[src/rtl/keypad_scan.sv]
// keypad_scan: 4x4 active-low matrix keypad scanner with debounce.
// One row is driven low at a time; the synchronized columns are sampled at
// the end of each dwell period. A single stable key is reported as a held
// level (key_valid) and a one-cycle press event (key_strobe).
//
// state      | meaning
// -----------+---------------------------------------------------------
// S_SCAN     | rotating rows, looking for exactly one low column
// S_DEBOUNCE | row frozen, counting consecutive samples of the candidate
// S_HELD     | key accepted, row frozen, counting samples until release
module keypad_scan #(
  parameter int SCAN_DIV         = 50000,
  parameter int DEBOUNCE_SAMPLES = 4
) (
  input  logic       clk,
  input  logic       reset_n,
  input  logic [3:0] col_n,
  output logic [3:0] row_n,
  output logic [3:0] key_code,
  output logic       key_valid,
  output logic       key_strobe
);

  localparam int             DW         = $clog2(SCAN_DIV);
  localparam logic [DW-1:0]  DWELL_LAST = DW'(SCAN_DIV - 1);
  localparam logic [3:0]     DEB_N      = 4'(DEBOUNCE_SAMPLES);

  typedef enum logic [1:0] {
    S_SCAN     = 2'd0,
    S_DEBOUNCE = 2'd1,
    S_HELD     = 2'd2
  } state_t;

  state_t        state_q, state_d;
  logic [3:0]    sync1_q;
  logic [3:0]    cs_q;
  logic [DW-1:0] dwell_q;
  logic [1:0]    row_q, row_d;
  logic [3:0]    deb_q, deb_d;
  logic [3:0]    rel_q, rel_d;
  logic [3:0]    cand_q, cand_d;
  logic [3:0]    code_q, code_d;
  logic          valid_q, valid_d;
  logic          strobe_q, strobe_d;

  logic          sample;
  logic [2:0]    n_low;
  logic [1:0]    col_sel;
  logic          single;
  logic          accept;
  logic          drop;

  // Two-flop column synchronizer and free-running dwell counter
  always_ff @(posedge clk) begin
    if (!reset_n) begin
      sync1_q <= 4'b1111;
      cs_q    <= 4'b1111;
      dwell_q <= '0;
    end else begin
      sync1_q <= col_n;
      cs_q    <= sync1_q;
      if (dwell_q == DWELL_LAST) dwell_q <= '0;
      else                       dwell_q <= dwell_q + DW'(1);
    end
  end

  // Classify the synchronized columns: count low bits and pick the low column
  always_comb begin
    n_low   = '0;
    col_sel = '0;
    for (int i = 0; i < 4; i++) begin
      if (!cs_q[i]) begin
        n_low   = n_low + 3'd1;
        col_sel = 2'(i);
      end
    end
  end

  assign sample = (dwell_q == DWELL_LAST);
  assign single = (n_low == 3'd1);

  // State register and scan/debounce datapath registers
  always_ff @(posedge clk) begin
    if (!reset_n) begin
      state_q  <= S_SCAN;
      row_q    <= '0;
      deb_q    <= '0;
      rel_q    <= '0;
      cand_q   <= '0;
      code_q   <= '0;
      valid_q  <= 1'b0;
      strobe_q <= 1'b0;
    end else begin
      state_q  <= state_d;
      row_q    <= row_d;
      deb_q    <= deb_d;
      rel_q    <= rel_d;
      cand_q   <= cand_d;
      code_q   <= code_d;
      valid_q  <= valid_d;
      strobe_q <= strobe_d;
    end
  end

  // Next-state logic: all decisions happen only on sample cycles
  always_comb begin
    state_d = state_q;
    row_d   = row_q;
    deb_d   = deb_q;
    rel_d   = rel_q;
    cand_d  = cand_q;
    accept  = 1'b0;
    drop    = 1'b0;
    if (sample) begin
      case (state_q)
        S_SCAN: begin
          if (single) begin
            cand_d = {row_q, col_sel};
            if (DEB_N == 4'd1) begin
              accept = 1'b1;
            end else begin
              deb_d   = 4'd1;
              state_d = S_DEBOUNCE;
            end
          end else begin
            row_d = row_q + 2'd1;
          end
        end
        S_DEBOUNCE: begin
          if (single && (col_sel == cand_q[1:0])) begin
            if ((deb_q + 4'd1) >= DEB_N) accept = 1'b1;
            else                         deb_d  = deb_q + 4'd1;
          end else begin
            deb_d   = '0;
            state_d = S_SCAN;
            row_d   = row_q + 2'd1;
          end
        end
        S_HELD: begin
          if (single && (col_sel == code_q[1:0])) begin
            rel_d = '0;
          end else if ((rel_q + 4'd1) >= DEB_N) begin
            drop    = 1'b1;
            rel_d   = '0;
            state_d = S_SCAN;
            row_d   = row_q + 2'd1;
          end else begin
            rel_d = rel_q + 4'd1;
          end
        end
        default: begin
          state_d = S_SCAN;
          row_d   = '0;
          deb_d   = '0;
          rel_d   = '0;
        end
      endcase
      if (accept) begin
        state_d = S_HELD;
        rel_d   = '0;
        deb_d   = '0;
      end
    end
    // Registered outputs: strobe lives exactly one cycle after an accept
    code_d   = accept ? cand_d : code_q;
    strobe_d = accept;
    if (accept)    valid_d = 1'b1;
    else if (drop) valid_d = 1'b0;
    else           valid_d = valid_q;
  end

  // Output logic: one-hot-low row drive and registered key reporting
  always_comb begin
    row_n        = 4'b1111;
    row_n[row_q] = 1'b0;
    key_code     = code_q;
    key_valid    = valid_q;
    key_strobe   = strobe_q;
  end

endmodule

[config.mk]
export PLATFORM = sky130hd
export DESIGN_NAME = keypad_scan
export DESIGN_NICKNAME = d
export VERILOG_FILES = /design/src/rtl/keypad_scan.sv
export SDC_FILE = /design/constraint.sdc
export NUM_CORES = 1
export LEC_CHECK = 0
export BUFFER_PORTS_ARGS = -buffer_cell sky130_fd_sc_hd__buf_2
export CAP_MARGIN = 10
export CORE_AREA = 8 8 104 106
export CTS_BUF_LIST = sky130_fd_sc_hd__clkbuf_2 sky130_fd_sc_hd__clkbuf_4 sky130_fd_sc_hd__clkbuf_8
export DETAILED_ROUTE_END_ITERATION = 16
export DIE_AREA = 0 0 112 114
export HOLD_SLACK_MARGIN = 0.03
export SETUP_SLACK_MARGIN = 0.05
export SLEW_MARGIN = 5
export SYNTH_ARGS = -nofsm -noshare
export SYNTH_HDL_FRONTEND = slang
export SYNTH_SLANG_ARGS = --single-unit
[constraint.sdc]
create_clock -name clk -period 6.77 [get_ports clk]
set_input_delay 2.031 -clock clk [delete_from_list [all_inputs] [get_ports clk]]
set_output_delay 2.031 -clock clk [all_outputs]
set_load 0.005 [all_outputs]
==> results.txt, run 1 <==
* Result of the run: finished, final reports clean
- The first global-routing pass estimated 7.62 mm of wire.
- TritonCTS built the clock tree.
* Later-pin clock latency in the skew report: 0.30 ns
- Final ANT Viol Nets: 0
- Number of levels the H-tree was split into: 2
* Final Util: 27.5%
- Summing internal, switching and leakage power gives 480 uW.
- Row generation in the floorplan step produced 35 rows.
- The floorplan step set the die width to 112 microns.
* CP Cell Sequence: buf_2 -> clkinv_1 -> or4_1 -> mux2i_1
* Sequential-to-total area share from yosys stat: 40.9%
- The share of synthesized area in the top cell type comes to 40.9%.
- Worst Clk Skew: 0.00724 ns
* Number of nets in the layout: 276
- Number of sinks on the clock net: 46
- Flip-flop and latch area: 921 sq um
* # fillers: 1002
- For this run, the top clock speed supported by timing is 306 MHz.
- By startpoint and endpoint, the worst setup path is classified as in2reg.
* Synthesis-to-layout area growth: 11.1%
- The worst path uses 48.2% of the clock period.
- Setup repair after global routing left no endpoint under its margin.
* Avg WL per Cell: 11.6 microns
- The worst setup path is captured at a flip-flop.
- Cell area reported after detailed placement: 2410 sq um
* Overflow after GRT: 0
- Layout cell share with drive strength beyond 1: 11.9%
- Worst slew margin: 61.2%
- In this run, synthesis inferred 0 flip-flops with an integrated enable.
- At the pin with the least slew margin, the transition time is 0.576 ns.
- After Yosys synthesis, XOR and XNOR cells account for 6.61% of the synthesized area.
- On the worst path, the slowest cell contributes a delay of 0.57 ns.
- The clock passes through at most 2 buffers.
* I/O Pins: 16
- Post-cts gate resize count: 0
- # Post-CTS Setup Buffers: 0
- The most used flip-flop cell after synthesis is sky130_fd_sc_hd__dfxtp_1.
- In this run the mean area of a mapped cell was 9.16 sq um.
- In the routed layout, each cell is associated on average with a via count of 4.73.
- Counting both buffers and inverters, the worst setup path holds a total of 2.
* Port buffer count: 15
- Critical Path Start Type: input port
- Summed over all nets, the half-perimeter wirelength after detailed placement is 3.11 mm.
- Multiplexer area fraction after synthesis: 3.56%
- In this run the register-to-register setup slack is 3.72 ns.
- Along the worst path, the maximum fanout reaches 28.
* Via count of the first global-routing pass: 1687
* Post-synthesis compound-gate area fraction: 11.5%
* Pin count of the biggest net entering global routing: 29
* Number of distinct library cell variants in the gate-level netlist after synthesis: 47
- Data arrives at the worst endpoint at 3.50 ns.
* Power density relative to cell area: 192 nW/um^2
- The biggest area contributor in the post-synthesis netlist is sky130_fd_sc_hd__dfxtp_1.
* Fraction of the mapped netlist area in simple logic gates: 26.9%
- Final wirelength: 4.31 mm
- By area, the combinational part of the netlist is dominated by simple AND/OR/NAND/NOR gates.
- The tool flagged a number of max-cap violations equal to 0.
* Drt first pass iters: 4
- In this run, synthesis produced a sequential element count of 46.
- Final-report hold violation count: 0
- Cell area after layout: 2500 sq um
* Overall routing resource usage: 7.08%
- The number of antenna diodes in the final layout is 0.
- Yosys printed 0 warnings.
- Subtracting the final worst setup slack from the clock period gives 3.26 ns.
- Starting density of the core: 24.7%
* Critical path's slowest cell: sky130_fd_sc_hd__or4_1
* Post-synthesis adder-cell area fraction: 5.56%
- In this run, CTS created clock tree buffers numbering 5.
- Place WS: 3.18 ns
* Count of final setup violators: 0
- Worst EP required: 7.00 ns
- Async set-reset flop share out of synthesis: 0%
- The routed layout has 1760 vias.
- By area the synthesized netlist is led by sky130_fd_sc_hd__dfxtp_1 41%, sky130_fd_sc_hd__ha_1 5.6%, sky130_fd_sc_hd__nand2_1 3.7%, sky130_fd_sc_hd__mux2i_1 3.6%, sky130_fd_sc_hd__xor2_1 3.5%.
- Syn_nets: 262
- Number of antenna violations at the first check in global routing: 0
- Post-synthesis cell count: 246
- The max-slew violation count was 0.
- The first routing iteration left 88 violations.
- Die Outline Area: 12800 sq um
- Broken down by cell family, the worst path's largest delay share belongs to buffers and inverters.
* Remaining design rule violation count: 0
* Number of hold buffers added after CTS: 0
- The multi-input combinational cells in the finished layout cover a total of 1220 sq um.
- Cell area after synthesis: 2250 sq um
- For this design the static power due to leakage is 0.000964 uW.
- Clock root buffer master: sky130_fd_sc_hd__clkbuf_8
- Clk slew on worst S/H paths: 0.09 ns
- IR analysis of the VDD net gives a maximum drop of 98.3 uV.
- Area of the core: 9110 sq um
- Routability-driven placement finished with a final weighted congestion of 0.759.
- The die is 114 microns tall.
- Setup total negative slack on the finished layout was measured at 0 ns.
- Post-route worst setup slack: 3.51 ns
- Hold Crit Class: reg2reg
worst reg2reg max path, stage by stage (launching register included):
cell and delay [ns]:
sky130_fd_sc_hd__dfxtp_1 0.49, sky130_fd_sc_hd__inv_1 0.08, sky130_fd_sc_hd__ha_1 0.35, sky130_fd_sc_hd__xnor2_1 0.15, sky130_fd_sc_hd__ha_1 0.33, sky130_fd_sc_hd__o311ai_2 0.31, sky130_fd_sc_hd__nand3_2 0.25, sky130_fd_sc_hd__nor3_2 0.52
sky130_fd_sc_hd__mux2i_1 0.32, sky130_fd_sc_hd__o22ai_1 0.12
where the power goes:
part | leakage [uW] | switching [uW] | internal [uW] | total, uW
clock | 0.0000472 | 91.5 | 82.1 | 174
combinational | 0.000544 | 15.4 | 10.9 | 26.3
sequential | 0.000373 | 5.29 | 275 | 280
cells in the final DEF, fill, tap and decap left out, drive strengths merged, types with 5 or more instances in the layout:
master,n
mux2i,8
o21ai,9
xnor2,8
nand2,23
nand2b,11
buf,15
inv,13
nand3,6
o21a,5
nor2,17
dfxtp,46
a21oi,12
and3,8
ha,10
or3,5
clkbuf,6
nand3b,5
xor2,9
per-stage QoR:
stage / cells / hold WS, ns
floorplan: 246 / 0.386
global placement: 364 / 0.392
detailed placement: 364 / 0.393
CTS: 372 / 0.415
global route: 372 / 0.427
finish: 372 / 0.411
final timing paths:
check	from	to	cells past startpoint
setup / recovery	reset_n	rel_q[0]	4
hold / removal	sync1_q[3]	cs_q[3]	1
setup reg to reg	cs_q[1]	key_code[0]	9
hold reg to reg	sync1_q[3]	cs_q[3]	1
routing by layer:
metal,track usage [%],share of wire [%],vias to the layer above
met3,1.90,2.3,4
met4,2.70,1.4,0
met1,8.32,50,846
met5,0,0,-
met2,12.1,47,15
li1,-,-,895
cells in the mapped netlist (2+ instances only):
library cell                instances
sky130_fd_sc_hd__and3_1             8
sky130_fd_sc_hd__nand3_1            5
sky130_fd_sc_hd__and4_1             4
sky130_fd_sc_hd__o21ai_0            8
sky130_fd_sc_hd__o2111ai_1          2
sky130_fd_sc_hd__inv_1             13
sky130_fd_sc_hd__mux2i_1            8
sky130_fd_sc_hd__dfxtp_1           46
sky130_fd_sc_hd__a21oi_1           12
sky130_fd_sc_hd__ha_1              10
sky130_fd_sc_hd__o21a_1             5
sky130_fd_sc_hd__nand2_1           22
sky130_fd_sc_hd__xor2_1             9
sky130_fd_sc_hd__or3_1              5
sky130_fd_sc_hd__clkbuf_1           6
sky130_fd_sc_hd__nor2_1            17
sky130_fd_sc_hd__xnor2_1            8
sky130_fd_sc_hd__nand3b_1           5
sky130_fd_sc_hd__o22ai_1            4
sky130_fd_sc_hd__nor4b_1            2
sky130_fd_sc_hd__nand2b_1          11
sky130_fd_sc_hd__nand4_1            4
sky130_fd_sc_hd__a31o_2             2
sky130_fd_sc_hd__nor4bb_1           3
sky130_fd_sc_hd__or4_1              3
sky130_fd_sc_hd__nor3_1             3
cell families after synthesis:
family,Yosys count
muxes,8
adders and majority gates,10
DFF,46
and+or+nand+nor,103
AOI/OAI and AO/OA,40
buffers and inverters,22
xor gates and xnor gates,17
layout make-up:
class,instances,area share (%)
Multi-Input combinational cell,178,48.8
Sequential cell,46,36.8
Tap cell,111,5.55
Clock buffer,6,3.30
Timing Repair Buffer,15,3.00
Inverter,14,2.10
Clock inverter,2,0.500
registers in the layout, indices dropped and copies added, names as in the netlist:
| name | count |
|---|---|
| key_valid | 1 |
| key_strobe | 1 |
| cs_q | 4 |
| key_code | 4 |
| row_q | 2 |
| state_q | 2 |
| cand_q | 4 |
| rel_q | 4 |
| dwell_q | 16 |
| deb_q | 4 |
| sync1_q | 4 |
No activity file was read; power rests on OpenSTA's default activity.
==> run 2: changes to the inputs <==
==> constraint.sdc (replaced) <==
create_clock -name clk -period 2.9 [get_ports clk]
set_input_delay 0.87 -clock clk [delete_from_list [all_inputs] [get_ports clk]]
set_output_delay 0.87 -clock clk [all_outputs]
set_load 0.005 [all_outputs]
==> run 2 against run 1 <==
Compared with the run above:
- final area up 1.7%
- sequential power rose by 130%
- non-clock buffer count up 4
- worst hold slack improved by 0.00054 ns
- critical path type is now reg2reg
==> results.txt, run 2 (synthesized netlist as in run 1, its figures left out) <==
- The H-tree generated during clock tree synthesis spans 2 levels.
- Register bank with the most flops: dwell_q
- The worst path uses 92.7% of the clock period.
* Crit path max fanout: 8
- Number of vias in the routed layout: 1688
- Setup violations remaining at the end of the flow were counted as 0.
* Final ANT Viol Nets: 0
- The total overflow left after global routing is 0.
- STA classifies the critical path endpoint as a flip-flop.
* Top library cells by usage in the layout, fill and taps aside: 46 x sky130_fd_sc_hd__dfxtp_1, 22 x sky130_fd_sc_hd__nand2_1, 17 x sky130_fd_sc_hd__nor2_1
- Adding up every negative setup slack in the final design gives 0 ns.
* Die height: 114 microns
- Highest clock rate: 372 MHz
* Overall routing resource usage: 7.09%
- Worst slew margin: 65.5%
- Once the clock tree was built, the setup fixing pass inserted 0 buffers.
- Drt first pass iters: 4
* Largest vdd supply drop: 163 uV
* Avg WL per Cell: 11.6 microns
* Synthesis-to-layout area growth: 13.1%
- Worst reg2reg setup slack: 0.21 ns
* Unrepaired setup endpoints after global routing: false
* Starting density of the core: 24.7%
* First-pass GRT wire length: 7.48 mm
* Via count normalized by instance count: 4.49
- Detailed-placement wirelength estimate: 3.12 mm
- At the pin with the least slew margin, the transition time is 0.517 ns.
- Endpoint of the worst hold path: cs_q[3]
- Hold Path Origin: sync1_q[3]
* Row cnt: 35
- Number of hold buffers added after CTS: 0
- The clock passes through at most 2 buffers.
- Via count of the first global-routing pass: 1580
- Entering global routing, the biggest net connects 28 pins.
* Layout cell share with drive strength beyond 1: 13.2%
- At the end of routability-driven placement, the weighted congestion stood at 0.776.
- The run finished with clean final reports.
- Area of the core: 9110 sq um
- TritonCTS clock tree: built
- Number of antenna violations at the first check in global routing: 0
- In this run the count of I/O pins placed on the die edge is 16.
- Leak Pwr: 0.000994 uW
- Number of nets in the layout: 280
- Along the worst hold path, the cell count comes to 1.
* Die width: 112 microns
- After the first detailed-routing iteration, the DRC count stood at 72.
* Hold Crit Class: reg2reg
- In this run the critical register-to-register path is captured at deb_q[0].
- STA classifies the critical path startpoint as a flip-flop.
- Overall power consumption after layout is estimated at 1190 uW.
- At the worst endpoint, the arrival time is 2.92 ns.
* Max FFs per register: 16
* Clock buffers created by TritonCTS: 5
- After layout, the minimum clock period comes to 2.69 ns.
- Worst Clk Skew: 0.00829 ns
- Port buffer count: 15
- Later-pin clock latency in the skew report: 0.30 ns
* Most common cell after layout, fill and taps aside: sky130_fd_sc_hd__dfxtp_1
* # fillers: 971
- Register-to-Register Path Depth: 9
- Die Outline Area: 12800 sq um
* Clk slew on worst S/H paths: 0.09 ns
* Critical setup path kind: reg2reg
* Remaining design rule violation count: 0
- Reg-to-reg critical path startpoint: cs_q[0]
- The tool flagged a number of max-cap violations equal to 0.
- Worst EP required: 3.14 ns
- Final-report hold violation count: 0
- Counting every sink on the clock net gives 46.
- # diodes: 0
* Pins over their slew limit: 0
- Clock root buffer master: sky130_fd_sc_hd__clkbuf_8
- Power density relative to cell area: 467 nW/um^2
* Final wirelength: 4.36 mm
[run 2: layout make-up]
class	count	area (sq um)	area share, %
inverters	14	52.6	2.06
flip-flops and latches	46	921	36.2
clock inverters	3	40.0	1.57
well taps	111	139	5.45
repair buffers	19	105	4.13
multi-input cells	178	1220	47.9
clock buffers	5	68.8	2.70
[run 2: metal layers]
layer,global-route usage (%),vias up,wire (microns),share of wire [%]
met5,0,-,0,0
li1,-,900,-,-
met2,10.9,16,1870,43
met3,2.17,5,109,2.5
met1,9.10,767,2320,53
met4,2.70,0,63,1.4
[run 2: critical path, cell delays in order (launching register included)]
cell,delay (ns)
sky130_fd_sc_hd__dfxtp_1,0.34
sky130_fd_sc_hd__inv_1,0.04
sky130_fd_sc_hd__ha_1,0.35
sky130_fd_sc_hd__xnor2_1,0.15
sky130_fd_sc_hd__ha_1,0.32
sky130_fd_sc_hd__o311ai_2,0.31
sky130_fd_sc_hd__nand3_2,0.26
sky130_fd_sc_hd__o31a_1,0.33
sky130_fd_sc_hd__or4_1,0.39
sky130_fd_sc_hd__a21oi_1,0.14
[run 2: through the flow]
step / util, % / hold slack [ns] / worst slack [ns] / cell area (sq um) / cells
finish: 28.0 / 0.412 / 0.211 / 2550 / 376
global route: 28.0 / 0.429 / 0.0558 / 2550 / 376
CTS: 28.0 / 0.416 / 0.205 / 2550 / 376
detailed placement: 26.8 / 0.396 / 0.215 / 2440 / 368
global placement: 26.8 / 0.388 / 0.276 / 2440 / 368
floorplan: - / 0.386 / 0.259 / 2250 / 246
[run 2: worst max-delay path by stage]
stage | from | end | depth (start not counted)
floorplan | cs_q[1] | key_code[0] | 10
global placement | cs_q[0] | deb_q[0] | 9
detailed placement | cs_q[0] | deb_q[0] | 9
CTS | cs_q[0] | key_code[0] | 9
global route | cs_q[0] | deb_q[1] | 9
finish | cs_q[0] | deb_q[0] | 9
[run 2: timing repair]
item | in CTS | in global routing
endpoints found under the setup margin | 0 | 6
endpoints found under the hold margin | 0 | 0
resized for setup | 0 | 1
[run 2: power breakdown]
group          internal, uW  switching [uW]
logic                  27.7            38.5
registers               641            10.6
clock network           254             216
==> run 3: changes to the inputs <==
--- a/config.mk
+++ b/config.mk
@@ -5,12 +5,13 @@
 export SDC_FILE = /design/constraint.sdc
 export NUM_CORES = 1
 export LEC_CHECK = 0
+export ABC_AREA = 1
 export BUFFER_PORTS_ARGS = -buffer_cell sky130_fd_sc_hd__buf_2
 export CAP_MARGIN = 10
-export CORE_AREA = 8 8 104 106
+export CORE_AREA = 8 8 107 109
 export CTS_BUF_LIST = sky130_fd_sc_hd__clkbuf_2 sky130_fd_sc_hd__clkbuf_4 sky130_fd_sc_hd__clkbuf_8
 export DETAILED_ROUTE_END_ITERATION = 16
-export DIE_AREA = 0 0 112 114
+export DIE_AREA = 0 0 115 117
 export HOLD_SLACK_MARGIN = 0.03
 export SETUP_SLACK_MARGIN = 0.05
 export SLEW_MARGIN = 5
==> run 3 against run 2 <==
Compared with the run above:
- largest cell class unchanged
- via count rose by 22%
- final cell count up 31%
- highest routed layer unchanged
- die area up 5.4%
- critical endpoint is now key_code[2]
==> results.txt, run 3 <==
- The flow ran to the end, and the final reports show no timing, DRC or antenna violations.
* Library cell with the largest summed area after synthesis: sky130_fd_sc_hd__dfxtp_1
- Number of levels the H-tree was split into: 2
- Post-synthesis average cell area: 6.94 sq um
- Unrepaired setup endpoints after global routing: false
- 16 I/O pins were placed.
* Hold Crit Class: reg2reg
* Crit path max fanout: 6
* Yosys synthesis warning count: 0
* DRC marker count from the first detailed-route iteration: 55
- Largest incremental delay on the critical path: 0.34 ns
* Number of antenna violations at the first check in global routing: 0
- With fillers left out, the area of the finished cells amounts to 2670 sq um.
- Buffers added to address setup during post-CTS repair amount to 0.
* Drt first pass iters: 4
- The worst setup path is captured at a flip-flop.
* Most numerous cell in the Yosys netlist: sky130_fd_sc_hd__nand2_1
- Later-pin clock latency in the skew report: 0.31 ns
- First-pass GRT wire length: 8.48 mm
- For the pin with the worst max-slew slack, the measured transition is 0.585 ns.
* Detailed-placement wirelength estimate: 3.64 mm
- The cell that appears most often on the critical path is sky130_fd_sc_hd__inv_1.
* Critical path's slowest cell: sky130_fd_sc_hd__dfxtp_1
- Post-route minimum period: 2.32 ns
* Worst setup endpoint: key_code[2]
- For this design, the CTS-stage hold fixing added 0 buffers.
* Power density relative to cell area: 415 nW/um^2
- Pins over their slew limit: 0
- Die Outline Area: 13500 sq um
- Final Util: 27.0%
- Largest vdd supply drop: 161 uV
- Count of final setup violators: 0
- Die width: 115 microns
- In this run the tightest slew margin relative to its limit is 61.0%.
* Number of standard cells in the final layout excluding fillers: 494
- CP Cell Sequence: inv_1 -> ha_1 -> nand2_1 -> nand2_2 -> inv_1 -> ha_1 -> inv_1 -> nor2_1 -> nand3_1 -> nand2_2 -> inv_1 -> nor2_4 -> nand3_2 -> nor2_4 -> inv_2 -> nor2_1 -> nor2_1
- Data arrival time of the critical path: 2.53 ns
* Critical setup path kind: reg2reg
- 0 antenna diodes ended up in the layout.
- FF+latch count, synth: 46
- Relative to the synthesized area, the layout overhead comes to 12.6%.
- After synthesis the cells add up to 2370 sq um.
- In this run, synthesis inferred 0 flip-flops with an integrated enable.
* Via count of the first global-routing pass: 1995
* Final Power: 1110 uW
- Counting every sink on the clock net gives 46.
- Detailed routing inserted a total of 2052 vias.
- Sequential-to-total area share from yosys stat: 38.8%
- In this run the critical register-to-register path is launched from cs_q[0].
- After layout, the worst path uses 80.2% of the clock period.
* Remaining design rule violation count: 0
* TritonCTS clock tree: built
- Static timing analysis puts the maximum clock frequency at 430 MHz.
- On the final layout, the worst clock skew is 0.0139 ns.
* Avg WL per Cell: 9.52 microns
- Register bank with the most flops: dwell_q
- Layout cell share with drive strength beyond 1: 14.0%
- Clock-pin slew was measured on the worst setup and hold paths at 0.09 ns.
* Final ANT Viol Nets: 0
- Clock root buffer master: sky130_fd_sc_hd__clkbuf_8
- Row cnt: 37
- The congestion estimate from routability-driven global placement came to 0.863.
- Maximum capacitance violations: 0
- Area of the core: 9910 sq um
* Top library cells by usage in the layout, fill and taps aside: 74 x sky130_fd_sc_hd__nand2_1, 49 x sky130_fd_sc_hd__inv_1, 46 x sky130_fd_sc_hd__dfxtp_1
- After the last flow step, the layout net total stands at 374.
- Starting density of the core: 23.9%
- # fillers: 1112
* Async set-reset flop share out of synthesis: 0%
- Counting cells, the worst reg-to-reg path comes to 17.
* Worst reg2reg setup slack: 0.58 ns
* Critical Path Start Type: flip-flop
- Syn_nets: 358
- For this run, the leading register cell type out of synthesis is sky130_fd_sc_hd__dfxtp_1.
- Sorting the synthesized cells by how often they occur yields 74 x sky130_fd_sc_hd__nand2_1, 49 x sky130_fd_sc_hd__inv_1, 46 x sky130_fd_sc_hd__dfxtp_1.
- Final-report hold violation count: 0
- Die height: 117 microns
* Final sum of negative setup slack: 0 ns
- The number of clock buffers added by TritonCTS is 5.
- The register with the most flip-flops in the layout has 16 of them.
- Critical R2R Capture: key_code[2]
* Port buffer count: 15
* Launch point of the worst path: cs_q[0]
- The number of placed instances, taps included, is 487.
* Most common cell after layout, fill and taps aside: sky130_fd_sc_hd__nand2_1
- Post-cts gate resize count: 0
* Number of distinct library cell variants in the gate-level netlist after synthesis: 29
- Global routing used 7.76% of the available tracks across all layers.
- Cell types with the largest area share after synthesis: sky130_fd_sc_hd__dfxtp_1 39%, sky130_fd_sc_hd__nand2_1 12%, sky130_fd_sc_hd__inv_1 7.8%, sky130_fd_sc_hd__nand3_1 7.2%, sky130_fd_sc_hd__nor2_1 6.6%
* Overflow after GRT: 0
* Via count normalized by instance count: 4.15
- Worst EP required: 3.11 ns
- Final wirelength: 4.71 mm
- Cell area reported after detailed placement: 2590 sq um
* Leak Pwr: 0.00122 uW
- Entering global routing, the biggest net connects 20 pins.
- Buffer levels on the longest clock path: 2
- Synthesis produced a netlist whose cell count is 342.
- Of the post-synthesis cell area, the dominant cell type holds 38.8%.
## run 3: cell count changes in the layout (fill, tap and decap cells not counted), sizes merged, moves of 5 or more
cell / previous run / this run
nor2: 17 / 48
nor3: 4 / 9
nand2: 23 / 77
and3: 8 / 0
xor2: 9 / 2
nand2b: 11 / 0
nand3: 6 / 36
or2: 0 / 11
inv: 13 / 53
a21oi: 12 / 18
or3: 5 / 0
nand3b: 5 / 0
mux2i: 8 / 0
## run 3: power by group
part	total [uW]	leakage [uW]	switching, uW	internal, uW
Clock	396	0.0000452	210	185
Combinational	66.3	0.000804	44.2	22.1
Sequential	645	0.000373	5.34	640
Total	1110	0.00122	260	847
## run 3: kinds of logic (layout without fill, tap and decap cells)
family / Yosys count / count (layout) / share of synthesized area [%]
buffers and inverters: 59 / 75 / 9.70
DFF: 46 / 46 / 38.8
adders and majority gates: 10 / 10 / 5.27
AOI/OAI and AO/OA: 32 / 32 / 7.33
xor gates and xnor gates: 6 / 6 / 2.22
and+or+nand+nor: 189 / 189 / 36.7
## run 3: area by class of cell
cell class	instances	area, sq um	share of cell area [%]
flip-flops and latches	46	921	34.5
inverters	53	199	7.45
clock buffers	7	83.8	3.14
well taps	136	170	6.37
repair buffers	15	75.1	2.81
multi-input cells	237	1220	45.7
## run 3: metrics by stage
| step | hold WS (ns) | setup slack, ns |
|---|---|---|
| 2_1_floorplan | 0.393 | 0.834 |
| 3_3_place_gp | 0.397 | 0.624 |
| 3_5_place_dp | 0.398 | 0.572 |
| 4_1_cts | 0.418 | 0.557 |
| 5_1_grt | 0.437 | 0.281 |
| 6_report | 0.418 | 0.575 |
## run 3: layer usage
metal	routed length, microns	track usage, %	vias to the layer above
li1	-	-	1104
met1	2210	8.70	925
met2	2260	13.6	16
met3	164	2.05	7
met4	78	3.42	0
met5	0	0	-
## run 3: worst min-delay path by stage
stage,startpoint,end,depth (start not counted)
after floorplan,sync1_q[0],cs_q[0],1
after global placement,sync1_q[2],cs_q[2],1
after detailed placement,sync1_q[2],cs_q[2],1
after CTS,sync1_q[2],cs_q[2],1
after global routing,sync1_q[2],cs_q[2],1
final,sync1_q[1],cs_q[1],1
## run 3: critical path: cells and delay by family (launching register included)
| family | cells | cell delay [ns] |
|---|---|---|
| simple gates | 10 | 1.13 |
| flops | 1 | 0.34 |
| fa+ha+maj | 2 | 0.44 |
| buf+inv | 5 | 0.31 |
